### config.mk
export PLATFORM = sky130hd
export DESIGN_NAME = ln_iter_flat
export DESIGN_NICKNAME = d
export VERILOG_FILES = /design/src/rtl/ln_iter_if.sv /design/src/rtl/ln_iter.sv /design/src/flat_wrapper.sv
export SDC_FILE = /design/constraint.sdc
export NUM_CORES = 1
export LEC_CHECK = 0
export ABC_AREA = 0
export BUFFER_PORTS_ARGS = -buffer_cell sky130_fd_sc_hd__buf_2
export CAP_MARGIN = 10
export CORE_UTILIZATION = 60
export DETAILED_ROUTE_END_ITERATION = 8
export GPL_ROUTABILITY_DRIVEN = 0
export HOLD_SLACK_MARGIN = 0.1
export MAX_ROUTING_LAYER = met4
export PLACE_DENSITY = 0.8
export RECOVER_POWER = 25
export SYNTH_ARGS = -nofsm -noshare
export SYNTH_HDL_FRONTEND = slang
export SYNTH_SLANG_ARGS = --single-unit
### constraint.sdc
create_clock -name i_clk -period 7.1 [get_ports i_clk]
set_input_delay 0.355 -clock i_clk [delete_from_list [all_inputs] [get_ports i_clk]]
set_output_delay 0.355 -clock i_clk [all_outputs]
set_load 0.02 [all_outputs]
### src/rtl/ln_iter_if.sv
// Request/result bundle for the ln_iter natural-log unit.
// The requester drives start/x0; the unit returns y/done/busy/err.
interface ln_iter_if #(
  parameter int unsigned W = 16
);
  logic         start;
  logic [W-1:0] x0;
  logic [W-1:0] y;
  logic         done;
  logic         busy;
  logic         err;

  modport master (output start, output x0, input y, input done, input busy, input err);
  modport slave  (input start, input x0, output y, output done, output busy, output err);
endinterface

### src/rtl/ln_iter.sv
// Natural logarithm of an unsigned fixed-point operand.
// Method: normalise, then shift-add multiplicative refinement with a table of ln(1+2^-i).
module ln_iter #(
  parameter int unsigned W = 16,
  parameter int unsigned F = 12,
  parameter int unsigned N = 12,
  parameter int unsigned G = 4
) (
  input  logic     i_clk,
  input  logic     i_rst,
  ln_iter_if.slave io_bus
);

  localparam int unsigned FG = F + G;
  localparam int unsigned LW = FG + 1;
  localparam int unsigned PW = $clog2(W);
  localparam int unsigned KW = $clog2(W + F + 1) + 1;
  localparam int unsigned IW = $clog2(N + 1);
  localparam int unsigned XW = W + FG;
  localparam int unsigned RW = KW + LW + 2;

  localparam logic [LW-1:0]        ONE  = {1'b1, {FG{1'b0}}};
  localparam logic signed [RW-1:0] RND  = RW'(1) <<< (G - 1);
  localparam logic signed [RW-1:0] YMAX = RW'((64'd1 << (W - 1)) - 64'd1);
  localparam logic signed [RW-1:0] YMIN = ~YMAX;

  // ln(1+2^-idx) for idx>0, ln 2 for idx=0, via integer series at 60 fractional bits,
  // rounded to nearest at FG fractional bits.
  function automatic logic [LW-1:0] ln_const(input int unsigned idx);
    logic [63:0] acc;
    logic [63:0] term;
    int unsigned sh;
    acc = '0;
    for (int unsigned n = 1; n <= 60; n++) begin
      sh = (idx == 0) ? n : n * idx;
      if (sh < 60) begin
        term = (64'd1 << (60 - sh)) / 64'(n);
        if (idx != 0 && (n % 2) == 0) acc = acc - term;
        else                          acc = acc + term;
      end
    end
    return LW'((acc + (64'd1 << (59 - FG))) >> (60 - FG));
  endfunction

  typedef enum logic [1:0] {IDLE, NORM, ITER, FIN} state_t;

  state_t               r_state;
  logic [W-1:0]         r_x;
  logic [LW-1:0]        r_m;
  logic [LW-1:0]        r_s;
  logic signed [KW-1:0] r_k;
  logic [IW-1:0]        r_i;
  logic                 r_zero;
  logic [W-1:0]         r_y;
  logic                 r_done;
  logic                 r_busy;
  logic                 r_err;

  logic [LW-1:0]        w_tab [N+1];
  logic [PW-1:0]        w_p;
  logic [LW-1:0]        w_m0;
  logic signed [KW-1:0] w_k;
  logic [LW-1:0]        w_t;
  logic signed [RW-1:0] w_r;
  logic signed [RW-1:0] w_rr;
  logic [W-1:0]         w_y;
  logic                 w_accept;

  for (genvar g = 0; g <= int'(N); g++) begin : g_tab
    localparam logic [LW-1:0] C = ln_const(g);
    assign w_tab[g] = C;
  end

  // Normalisation: MSB position, mantissa in [0.5,1) and binary exponent.
  always_comb begin
    w_p = '0;
    for (int b = 0; b < int'(W); b++) begin
      if (r_x[b]) w_p = PW'(b);
    end
    w_m0 = LW'((XW'(r_x) << FG) >> (32'(w_p) + 32'd1));
    w_k  = KW'(int'(w_p) + 1 - int'(F));
  end

  assign w_t      = r_m + (r_m >> r_i);
  assign w_accept = io_bus.start && (r_state == IDLE || r_state == FIN);

  // Final combine k*ln2 - S, round half-up to F bits, saturate to W bits.
  always_comb begin
    w_r  = RW'(r_k) * $signed(RW'(w_tab[0])) - $signed(RW'(r_s));
    w_rr = (w_r + RND) >>> G;
    if (r_zero)           w_y = {1'b1, {(W-1){1'b0}}};
    else if (w_rr > YMAX) w_y = W'(YMAX);
    else if (w_rr < YMIN) w_y = W'(YMIN);
    else                  w_y = W'(w_rr);
  end

  always_ff @(posedge i_clk) begin
    if (i_rst) begin
      r_state <= IDLE;
      r_x     <= '0;
      r_m     <= '0;
      r_s     <= '0;
      r_k     <= '0;
      r_i     <= '0;
      r_zero  <= 1'b0;
      r_y     <= '0;
      r_done  <= 1'b0;
      r_busy  <= 1'b0;
      r_err   <= 1'b0;
    end else begin
      r_done <= 1'b0;
      if (w_accept) begin
        r_x     <= io_bus.x0;
        r_s     <= '0;
        r_zero  <= 1'b0;
        r_busy  <= 1'b1;
        r_state <= NORM;
      end
      unique case (r_state)
        IDLE: ;
        NORM: begin
          if (r_x == '0) begin
            r_zero  <= 1'b1;
            r_state <= FIN;
          end else begin
            r_m     <= w_m0;
            r_k     <= w_k;
            r_i     <= IW'(1);
            r_state <= ITER;
          end
        end
        ITER: begin
          if (w_t <= ONE) begin
            r_m <= w_t;
            r_s <= r_s + w_tab[r_i];
          end
          if (r_i == IW'(N)) r_state <= FIN;
          else               r_i     <= r_i + IW'(1);
        end
        FIN: begin
          r_y    <= w_y;
          r_err  <= r_zero;
          r_done <= 1'b1;
          if (!io_bus.start) begin
            r_busy  <= 1'b0;
            r_state <= IDLE;
          end
        end
      endcase
    end
  end

  assign io_bus.y    = r_y;
  assign io_bus.done = r_done;
  assign io_bus.busy = r_busy;
  assign io_bus.err  = r_err;

endmodule

### src/flat_wrapper.sv
// flat-port wrapper written by rule: the top's interface ports become plain ports
module ln_iter_flat 
#(
  parameter int unsigned W = 16,
  parameter int unsigned F = 12,
  parameter int unsigned N = 12,
  parameter int unsigned G = 4
)
  (i_clk, i_rst, io_bus_start, io_bus_x0, io_bus_y, io_bus_done, io_bus_busy, io_bus_err);
  ln_iter_if #(.W(W)) io_bus_i ();
  input  logic i_clk;
  input  logic i_rst;
  input wire logic [$bits(io_bus_i.start)-1:0] io_bus_start;
  input wire logic [$bits(io_bus_i.x0)-1:0] io_bus_x0;
  output wire logic [$bits(io_bus_i.y)-1:0] io_bus_y;
  output wire logic [$bits(io_bus_i.done)-1:0] io_bus_done;
  output wire logic [$bits(io_bus_i.busy)-1:0] io_bus_busy;
  output wire logic [$bits(io_bus_i.err)-1:0] io_bus_err;
  assign io_bus_i.start = io_bus_start;
  assign io_bus_i.x0 = io_bus_x0;
  assign io_bus_y = io_bus_i.y;
  assign io_bus_done = io_bus_i.done;
  assign io_bus_busy = io_bus_i.busy;
  assign io_bus_err = io_bus_i.err;
  ln_iter #(.W(W), .F(F), .N(N), .G(G)) u_core (.i_clk(i_clk), .i_rst(i_rst), .io_bus(io_bus_i));
endmodule
After elaboration in Yosys (flattened, before gate mapping)
Memory sizes are Yosys's and may differ from the RTL's.
Cells that the tools add are included.
{ "classes": {"add_sub_neg": 8, "multipliers": 1, "n_lt_le_gt_ge": 4, "n_eq_ne": 7, "n_shift": 2, "muxes": 41, "bitwise": 2, "n_reduce_logical": 8} }
{ "ops": {"columns": ["cell", "n"], "rows": [
  ["$mux W17", 7],
  ["$mux W4", 16],
  ["$mux W16", 3],
  ["$add A17 B17 Y17", 2],
  ["$pmux W17 S2", 1],
  ["$shr A32 B32 Y17", 1],
  ["$add A25 B5 Y25 const B", 1],
  ["$sub A25 B18 Y25", 1],
  ["$mul A6 B16 Y22 const B", 1],
  ["$gt A21 B16 Y1 const B", 1],
  ["$lt A21 B16 Y1 const B", 1],
  ["$le A17 B17 Y1 const B", 1],
  ["$shr A17 B4 Y17", 1],
  ["$logic_not A16 Y1", 1],
  ["$add A4 B1 Y5 const B", 2],
  ["$mux W1", 9],
  ["$pmux W4 S2", 1],
  ["$mux W2", 3],
  ["$pmux W2 S3", 1],
  ["$reduce_and A3 Y1", 2],
  ["$sub A6 B5 Y6 const B", 1],
  ["$ge A5 B5 Y1 const B", 1],
  ["$not A4 Y5", 1],
  ["$add A4 B1 Y4 const B", 1],
  ["other kinds (11)", 13]
]} }
{ "totals": {"ff_bits": 82, "mem_bits_ro": 272, "in_bits": 19, "out_inout_bits": 19, "elab_cells": 85, "memories": 1} }
{ "memory_table": {"columns": ["memory", "words", "word_bits", "rd", "rd_ports_with_merged_regs", "write_ports", "line_no", "source"], "rows": [
  ["(no name shown)", 16, 17, 1, 0, 0, "ln_iter.sv:135", "r_s <= r_s + w_tab[r_i];"]
]} }

Logic depth before layout (Yosys ltp)
Gate-level depths: netlist of run 1.
{ "depth": {"ltp_word": 19, "depth_mapped": 28, "mapped_depth_nobuf": 27} }

Least setup slack after synthesis of run 1
OpenSTA, ideal clock, no wires.
{ "synth_path": {"kind": "flip-flop to flip-flop", "from": "register u_core.r_k[4]", "to": "register u_core.r_y[10] (netlist: u_core.io_bus.y[10])", "setup_ns": 0.095, "arrival_time_ns": 6.221, "required_ns": 7.005, "slack_ns": 0.783, "stages_incl_launch_ff": 23, "path_buffers": 1, "synth_period_minus_slack_ns": 6.317, "path_cell_list": "dfxtp_1 inv_1 fa_1 fa_1 inv_1 fa_1 ha_1 inv_1 fa_1 inv_1 ha_1 ha_1 and3_1 a221o_1 a31oi_1 a21oi_1 o2111a_1 or4_1 o2111a_1 a211oi_1 a31oi_1 buf_2 o311ai_1"} }
{ "synth_between": {"elab_chain_cells": 7, "elab_cells_between_ends": 8, "classes_between": "add/sub: 2; mul: 1; order compare: 2; mux: 3"} }
{ "synth_lines": {"columns": ["element", "line_no", "source"], "rows": [
  ["start, declared", "ln_iter.sv:51", "logic signed [KW-1:0] r_k;"],
  ["start signal, assigned", "ln_iter.sv:127", "r_k <= w_k;"],
  ["$mul A6 B16 Y22 (*)", "ln_iter.sv:89", "w_r = RW'(r_k) * $signed(RW'(w_tab[0])) - $signed(RW'(r_s));"],
  ["$sub A25 B18 Y25 (*)", "ln_iter.sv:89", null],
  ["$add A25 B5 Y25 (*)", "ln_iter.sv:90", "w_rr = (w_r + RND) >>> G;"],
  ["$lt A21 B16 Y1", "ln_iter.sv:93", "else if (w_rr < YMIN) w_y = W'(YMIN);"],
  ["$mux W16", "ln_iter.sv:93", null],
  ["$mux W16 (*)", "ln_iter.sv:92", "else if (w_rr > YMAX) w_y = W'(YMAX);"],
  ["$mux W16 (*)", "ln_iter.sv:91", "if (r_zero) w_y = {1'b1, {(W-1){1'b0}}};"],
  ["end signal, assigned", "ln_iter.sv:141", "r_y <= w_y;"],
  ["end, declared", "ln_iter.sv:54", "logic [W-1:0] r_y;"]
]} }
Every way passes the cells marked *; elsewhere a longest branch is shown, timed or not.
A chain may end at the register's enable or synchronous reset.

Worst setup path after layout of run 1
{ "layout_path": {"from": "register u_core.r_k[5]", "to": "register u_core.r_y[4] (netlist: u_core.io_bus.y[4])"} }
The elaborated chain is that of the path after synthesis.

==> results by group, run 1 <==
Clocking
  – Clock Latency Late Sink: 360 ps
  – Hold_buf cts: 0
  – Postcts setup bufs: 0
  – TritonCTS Buffers: 9
  – CTS tree: built
  – Root buffer cell: clkbuf_16
  – Longest Clk Path Bufs: 2
  – Clock sink count: 82
  – CTS clk-pin slew, worst paths: 70 ps
  – H-tree depth: 3

Critical path
  – Crit path required time: 7350 ps
  – Worst setup EP type: flop
  – Peak fanout along the critical path: 8
  – Reg2Reg Setup Slack: 300 ps
  – Crit Path Category: flop to flop
  – Critical Path Source Type: flop
  – Crit path DAT: between 7000 and 8000 ps

Timing
  – Post-Route Setup TNS: 0 ps
  – Hold Fails Final Rpt: 0
  – Final period utilization: a little over nine tenths
  – Fin worst setup slack: 302 ps
  – Fmax: 0.147 GHz
  – RSZ-0062 raised after global routing: no
  – Final Slew Violations: 31
  – Worst Tran Pin Value: 1960 ps
  – Worst Skew: ~9.3 ps
  – Slew margin rel.: -30.7%
  – Fin crit period: 6800 ps
  – Count of final setup violators: 0

GRT
  – Global-route wire length before repair: 39.2 mm
  – Total track usage: about a third
  – Vias in the first global route: 8148
  – Initial antenna violation count: 0
  – Pin count of the biggest net entering global routing: 71
  – Congestion Overflow GR: 0

Yosys
  – Adder-Cell Fraction of Synth Area: 21.4%
  – Post-Synth Simple-Gate Area: 17.9%
  – Yosys top cell by area: dfxtp_1
  – YS warnings: 0
  – Compound-cell area share of the yosys netlist: 24.1%
  – Most common cell in the netlist: nand2_1
  – Register area share after synthesis: 18.0%
  – Synth top area cells: dfxtp_1 18%, ha_1 18%, mux2i_1 5.6%
  – Async SR Flop Fraction: 0%
  – Mux share of post-synthesis cell area: 7.20%
  – Avg Inst Size Synth: 7.80 µm²
  – Largest family of logic cells by synthesized area: compound AO/OA/AOI/OAI gates
  – Mapped Area: 9120 µm²
  – Share of the synthesized area in the top cell type: between 10% and 20%
  – FF+latch count, synth: about 80
  – Synth Flop Type: dfxtp_1
  – Cells after synthesis: 1169
  – Post-Synth XOR/XNOR Area: 5.28%
  – Distinct cell type count after synthesis: 75
  – Post-synth top cells: 132 x nand2_1, 129 x ha_1, 100 x nor2_1
  – Post-synth EDFFs: 0
  – Synthesized Nets: 1334

Status
  – Outcome: finished with violations
  – Failing checks: max-capacitance violations, max-slew violations

Die
  – Die Y-Extent: 125 µm
  – DIE AREA: 15700 µm²
  – Starting Density: slightly above 60%
  – CORE AREA: 14700 µm²
  – Die extent in x: 125 µm
  – Core Rows: 44
  – Io pins: 38

Detailed routing
  – Vias: 8710
  – Routed Wire Length: 23.8 mm
  – Vias per std cell: 6.34
  – # DRC: 0
  – WL/cell: around 17 µm
  – Post-route ant nets: 0
  – Iteration-0 DRC Markers: 654
  – DR pass1 iterations: 7

Placement
  – DP Cell Count: ~1400
  – I/O Buffers: 37
  – Setup Slack @ Placement: -105 ps
  – HPWL after DPL: 18.2 mm

Layout
  – Layout Cells excl Fill: around 1400
  – Share of cells above drive strength 1: 7.23%
  – # nets final: ~1400
  – N_diodes: 0
  – Area Overhead vs Synth: 7.89%

Worst hold path
  – Hold crit path type: primary input to flop

Job
  – Max Cap Violations: 1
## path summary, 6_finish.rpt
kind,startpoint,end,depth (start not counted)
setup / recovery,u_core.r_k[5],u_core.io_bus.y[4],23
hold / removal,io_bus_x0[11],u_core.r_x[11],3
setup reg to reg,u_core.r_k[5],u_core.io_bus.y[4],23
hold reg to reg,u_core.io_bus.y[11],u_core.io_bus.y[11],2
## cell families after synthesis
family	Yosys count
flip-flops	82
AND/OR/NAND/NOR	357
AO/OA/AOI/OAI	323
adder cells (fa/ha/maj)	146
multiplexers	62
XOR/XNOR	55
buffers and inverters	144
## cell type report
| type | count | area (µm²) |
|---|---|---|
| repair buffers | 52 | 274 |
| multi-input cells | 944 | 7030 |
| well taps | 184 | 230 |
| inverters | 96 | 360 |
| fillers | 1267 | 4860 |
| flip-flops and latches | 82 | 1640 |
| clock inverters | 7 | 71.3 |
| clock buffers | 9 | 225 |
## metal layers
layer	wire (µm)	up-vias	part of all wire [%]	track usage (%)
met5	0	-	0	-
li1	-	4275	-	-
met4	1010	0	4.2	15.6
met3	1070	66	4.5	3.64
met2	11500	256	48	52.7
met1	10200	4113	43	38.0
## worst max-delay path, stage by stage, from the launching register on
cell and delay [ps]:
dfxtp_2 390, inv_2 100, fa_1 490, fa_1 550, inv_1 50, fa_1 470
ha_1 330, inv_1 70, fa_1 450, nor2b_1 170, o31a_1 270, o21a_1 140
nor2_1 50, xnor2_1 120, ha_1 280, ha_1 210, or3_1 430, o22a_1 270
o2111a_1 220, or4_1 530, o2111a_1 190, a211oi_4 360, a31oi_4 220, o311ai_0 340
## cell usage in the layout, fill, tap and decap left out, types with 15 or more instances in the layout
master    count
buf_2        18
clkbuf_1     19
fa_1         17
inv_1        95
xor2_1       18
a21oi_1      99
or3_1        15
o21ai_0      42
nor3_1       26
ha_1        129
nand2_1     132
nor2_1      100
buf_4        15
a211oi_1     27
mux2i_1      51
a21o_1       20
dfxtp_1      81
xnor2_1      37
## repair_timing
action                     CTS  global route
gates cloned                 0             1
setup endpoints to repair   15            15
pin swaps                    0             3
resized for setup            1            12
## per-stage QoR
step / utilization (%) / cell area (µm²) / hold WS (ps)
after floorplan: - / 9120 / 461
after global placement: 64.6 / 9500 / 457
after detailed placement: 64.6 / 9500 / 470
after CTS: 66.7 / 9800 / 226
after global routing: 66.9 / 9840 / 230
final: 66.9 / 9840 / 229
## sequential cells by signal (all words and copies together), names as in the netlist
signal / flops
u_core.r_m: 17
u_core.r_s: 17
u_core.io_bus.y: 16
u_core.r_x: 16
u_core.r_k: 6
u_core.r_i: 4
u_core.r_state: 2
u_core.io_bus.busy: 1
u_core.io_bus.done: 1
u_core.io_bus.err: 1
u_core.r_zero: 1
Power of run 1 is left out: the tool's default activity adds up to more than one toggle a clock period on the data nets, which glitch-free logic cannot reach.
==> run 2, diff against run 1 <==
--- a/config.mk
+++ b/config.mk
@@ -6,14 +6,16 @@
 export NUM_CORES = 1
 export LEC_CHECK = 0
 export ABC_AREA = 0
-export BUFFER_PORTS_ARGS = -buffer_cell sky130_fd_sc_hd__buf_2
 export CAP_MARGIN = 10
-export CORE_UTILIZATION = 60
+export CELL_PAD_IN_SITES_DETAIL_PLACEMENT = 1
+export CELL_PAD_IN_SITES_GLOBAL_PLACEMENT = 1
+export CORE_UTILIZATION = 53
 export DETAILED_ROUTE_END_ITERATION = 8
+export DONT_BUFFER_PORTS = 1
 export GPL_ROUTABILITY_DRIVEN = 0
 export HOLD_SLACK_MARGIN = 0.1
 export MAX_ROUTING_LAYER = met4
-export PLACE_DENSITY = 0.8
+export PLACE_DENSITY = 0.89
 export RECOVER_POWER = 25
 export SYNTH_ARGS = -nofsm -noshare
 export SYNTH_HDL_FRONTEND = slang
==> constraint.sdc (replaced) <==
create_clock -name i_clk -period 8.3 [get_ports i_clk]
set_input_delay 0.415 -clock i_clk [delete_from_list [all_inputs] [get_ports i_clk]]
set_output_delay 0.415 -clock i_clk [all_outputs]
set_load 0.02 [all_outputs]
==> run 2 against run 1 <==
The flow still finishes with violations (max-capacitance violations, max-slew violations); non-clock buffer count decreased by 46; routed wire length increased by 17%; flip-flop and latch count unchanged; die area increased by 13%; clock skew decreased by 3.6 ps; critical path depth decreased by 2; register-to-register slack improved by 420 ps; worst setup slack improved by 420 ps; first-iteration DRC count decreased by 44%; largest cell class unchanged.
==> results by group, run 2 (synthesized netlist as in run 1, its figures left out) <==
Status
  – Outcome: finished with violations
  – Failing checks: max-capacitance violations, max-slew violations

Layout
  – Fillers: around 2100
  – Top flop regs: u_core.r_m x17, u_core.r_s x17
  – Design area: 9580 µm²
  – Area Overhead vs Synth: 5.06%
  – Share of cells above drive strength 1: 4.46%
  – Most common cell after layout, fill and taps aside: nand2_1
  – Most frequent cells in the layout: 132 x nand2_1, 129 x ha_1, 100 x nor2_1
  – # nets final: about 1300

Clocking
  – Clock sink count: 82
  – TritonCTS Buffers: 9
  – CTS tree: built
  – Postcts setup bufs: 0
  – PostCTS Resize Cnt: 0
  – Hold_buf cts: 0
  – H-tree depth: 3
  – CTS clk-pin slew, worst paths: 70 ps
  – Root buffer cell: clkbuf_16
  – Longest Clk Path Bufs: 2
  – Clock Latency Late Sink: between 300 and 400 ps

Die
  – DIE AREA: 17700 µm²
  – Die Y-Extent: roughly 130 µm
  – CORE AREA: 16700 µm²
  – Io pins: 38
  – Starting Density: 54.6%
  – Core Rows: 47
  – Die extent in x: about 130 µm

Critical path
  – Worst setup EP type: flop
  – Crit path max-delay cell type: o311ai_2
  – Delay of the slowest critical-path stage: 920 ps
  – Peak fanout along the critical path: 15
  – Crit Path Category: flop to flop
  – Crit path required time: about 8500 ps
  – Worst-path cell chain: inv_1 > fa_1 > fa_1 > inv_1 > fa_1 > ha_1 > inv_1 > fa_1 > inv_1 > ha_1 > ha_1 > and3_1 > a221o_1 > a31oi_1 > a21oi_1 > o2111ai_1 > o211ai_1 > a21boi_0 > mux2_2 > o311ai_2 > o311ai_0
  – Crit path DAT: 7740 ps
  – Critical Path Source Type: flop

Placement
  – Setup Slack @ Placement: around 760 ps
  – I/O Buffers: 0
  – HPWL after DPL: 22.0 mm
  – Placement Cell Area: 9290 µm²

GRT
  – Initial antenna violation count: 1
  – Congestion Overflow GR: 0
  – Pin count of the biggest net entering global routing: 71
  – Global-route wire length before repair: roughly 45 mm
  – Vias in the first global route: 8976
  – Total track usage: 33.2%

Timing
  – Slew margin rel.: -30.7%
  – Final period utilization: 91.3%
  – Count of final setup violators: 0
  – Post-Route Setup TNS: 0 ps
  – RSZ-0062 raised after global routing: no
  – Fin worst setup slack: 723 ps
  – Hold Fails Final Rpt: 0
  – Fmax: 0.132 GHz
  – Worst Skew: roughly 5.8 ps
  – Final Slew Violations: 31
  – Fin crit period: 7580 ps
  – Worst Tran Pin Value: 1960 ps

Detailed routing
  – Post-route ant nets: 0
  – # DRC: 0
  – Iteration-0 DRC Markers: 364
  – DR pass1 iterations: 5
  – Vias: 8601
  – Vias per std cell: 6.31
  – Routed Wire Length: 27.9 mm
  – WL/cell: 20.5 µm

Worst hold path
  – Hold crit path type: primary input to flop

Job
  – Max Cap Violations: 1
==> run 2: area by class of cell <==
cell class / count / area, µm² / area share (%)
clock buffer: 10 / 239 / 2.49
antenna: 1 / 2.50 / 0.0261
tap: 220 / 275 / 2.87
timing repair buffer: 6 / 45.0 / 0.470
clock inverter: 6 / 50.0 / 0.522
multi-input combinational: 943 / 6970 / 72.7
sequential: 82 / 1640 / 17.1
inverter: 96 / 360 / 3.76
==> run 2: worst paths after layout <==
check,cells past startpoint,to,slack (ps),startpoint
max,21,u_core.io_bus.y[0],720,u_core.r_k[4]
min,1,u_core.io_bus.err,120,i_rst
max reg2reg,21,u_core.io_bus.y[0],720,u_core.r_k[4]
min reg2reg,2,u_core.r_m[10],500,u_core.r_m[10]
==> run 2: metal layers <==
metal  wire (µm)  up-vias  global-route usage (%)
li1            -     4152                       -
met1       11600     4203                    36.1
met2       14300      168                    59.2
met3         916       78                    4.87
met4        1160        0                    16.4
met5           0        -                       -
==> run 2: worst max-delay path, delay by kind of cell, from the launching register on <==
kind                     cells  cell delay [ps]
AND/OR/NAND/NOR              1              170
AO/OA/AOI/OAI                8             2970
multiplexers                 1              370
adder cells (fa/ha/maj)      7             3040
buffers and inverters        4              330
flip-flops                   1              490
==> run 2: stage by stage <==
stage               hold WS [ps]  util [%]  cells
floorplan                    461         -   1169
global placement             479      55.6   1347
detailed placement           487      55.6   1347
CTS                          112      57.4   1363
global route                 114      57.4   1364
finish                       124      57.4   1364
Power of run 2 is left out for the same reason.
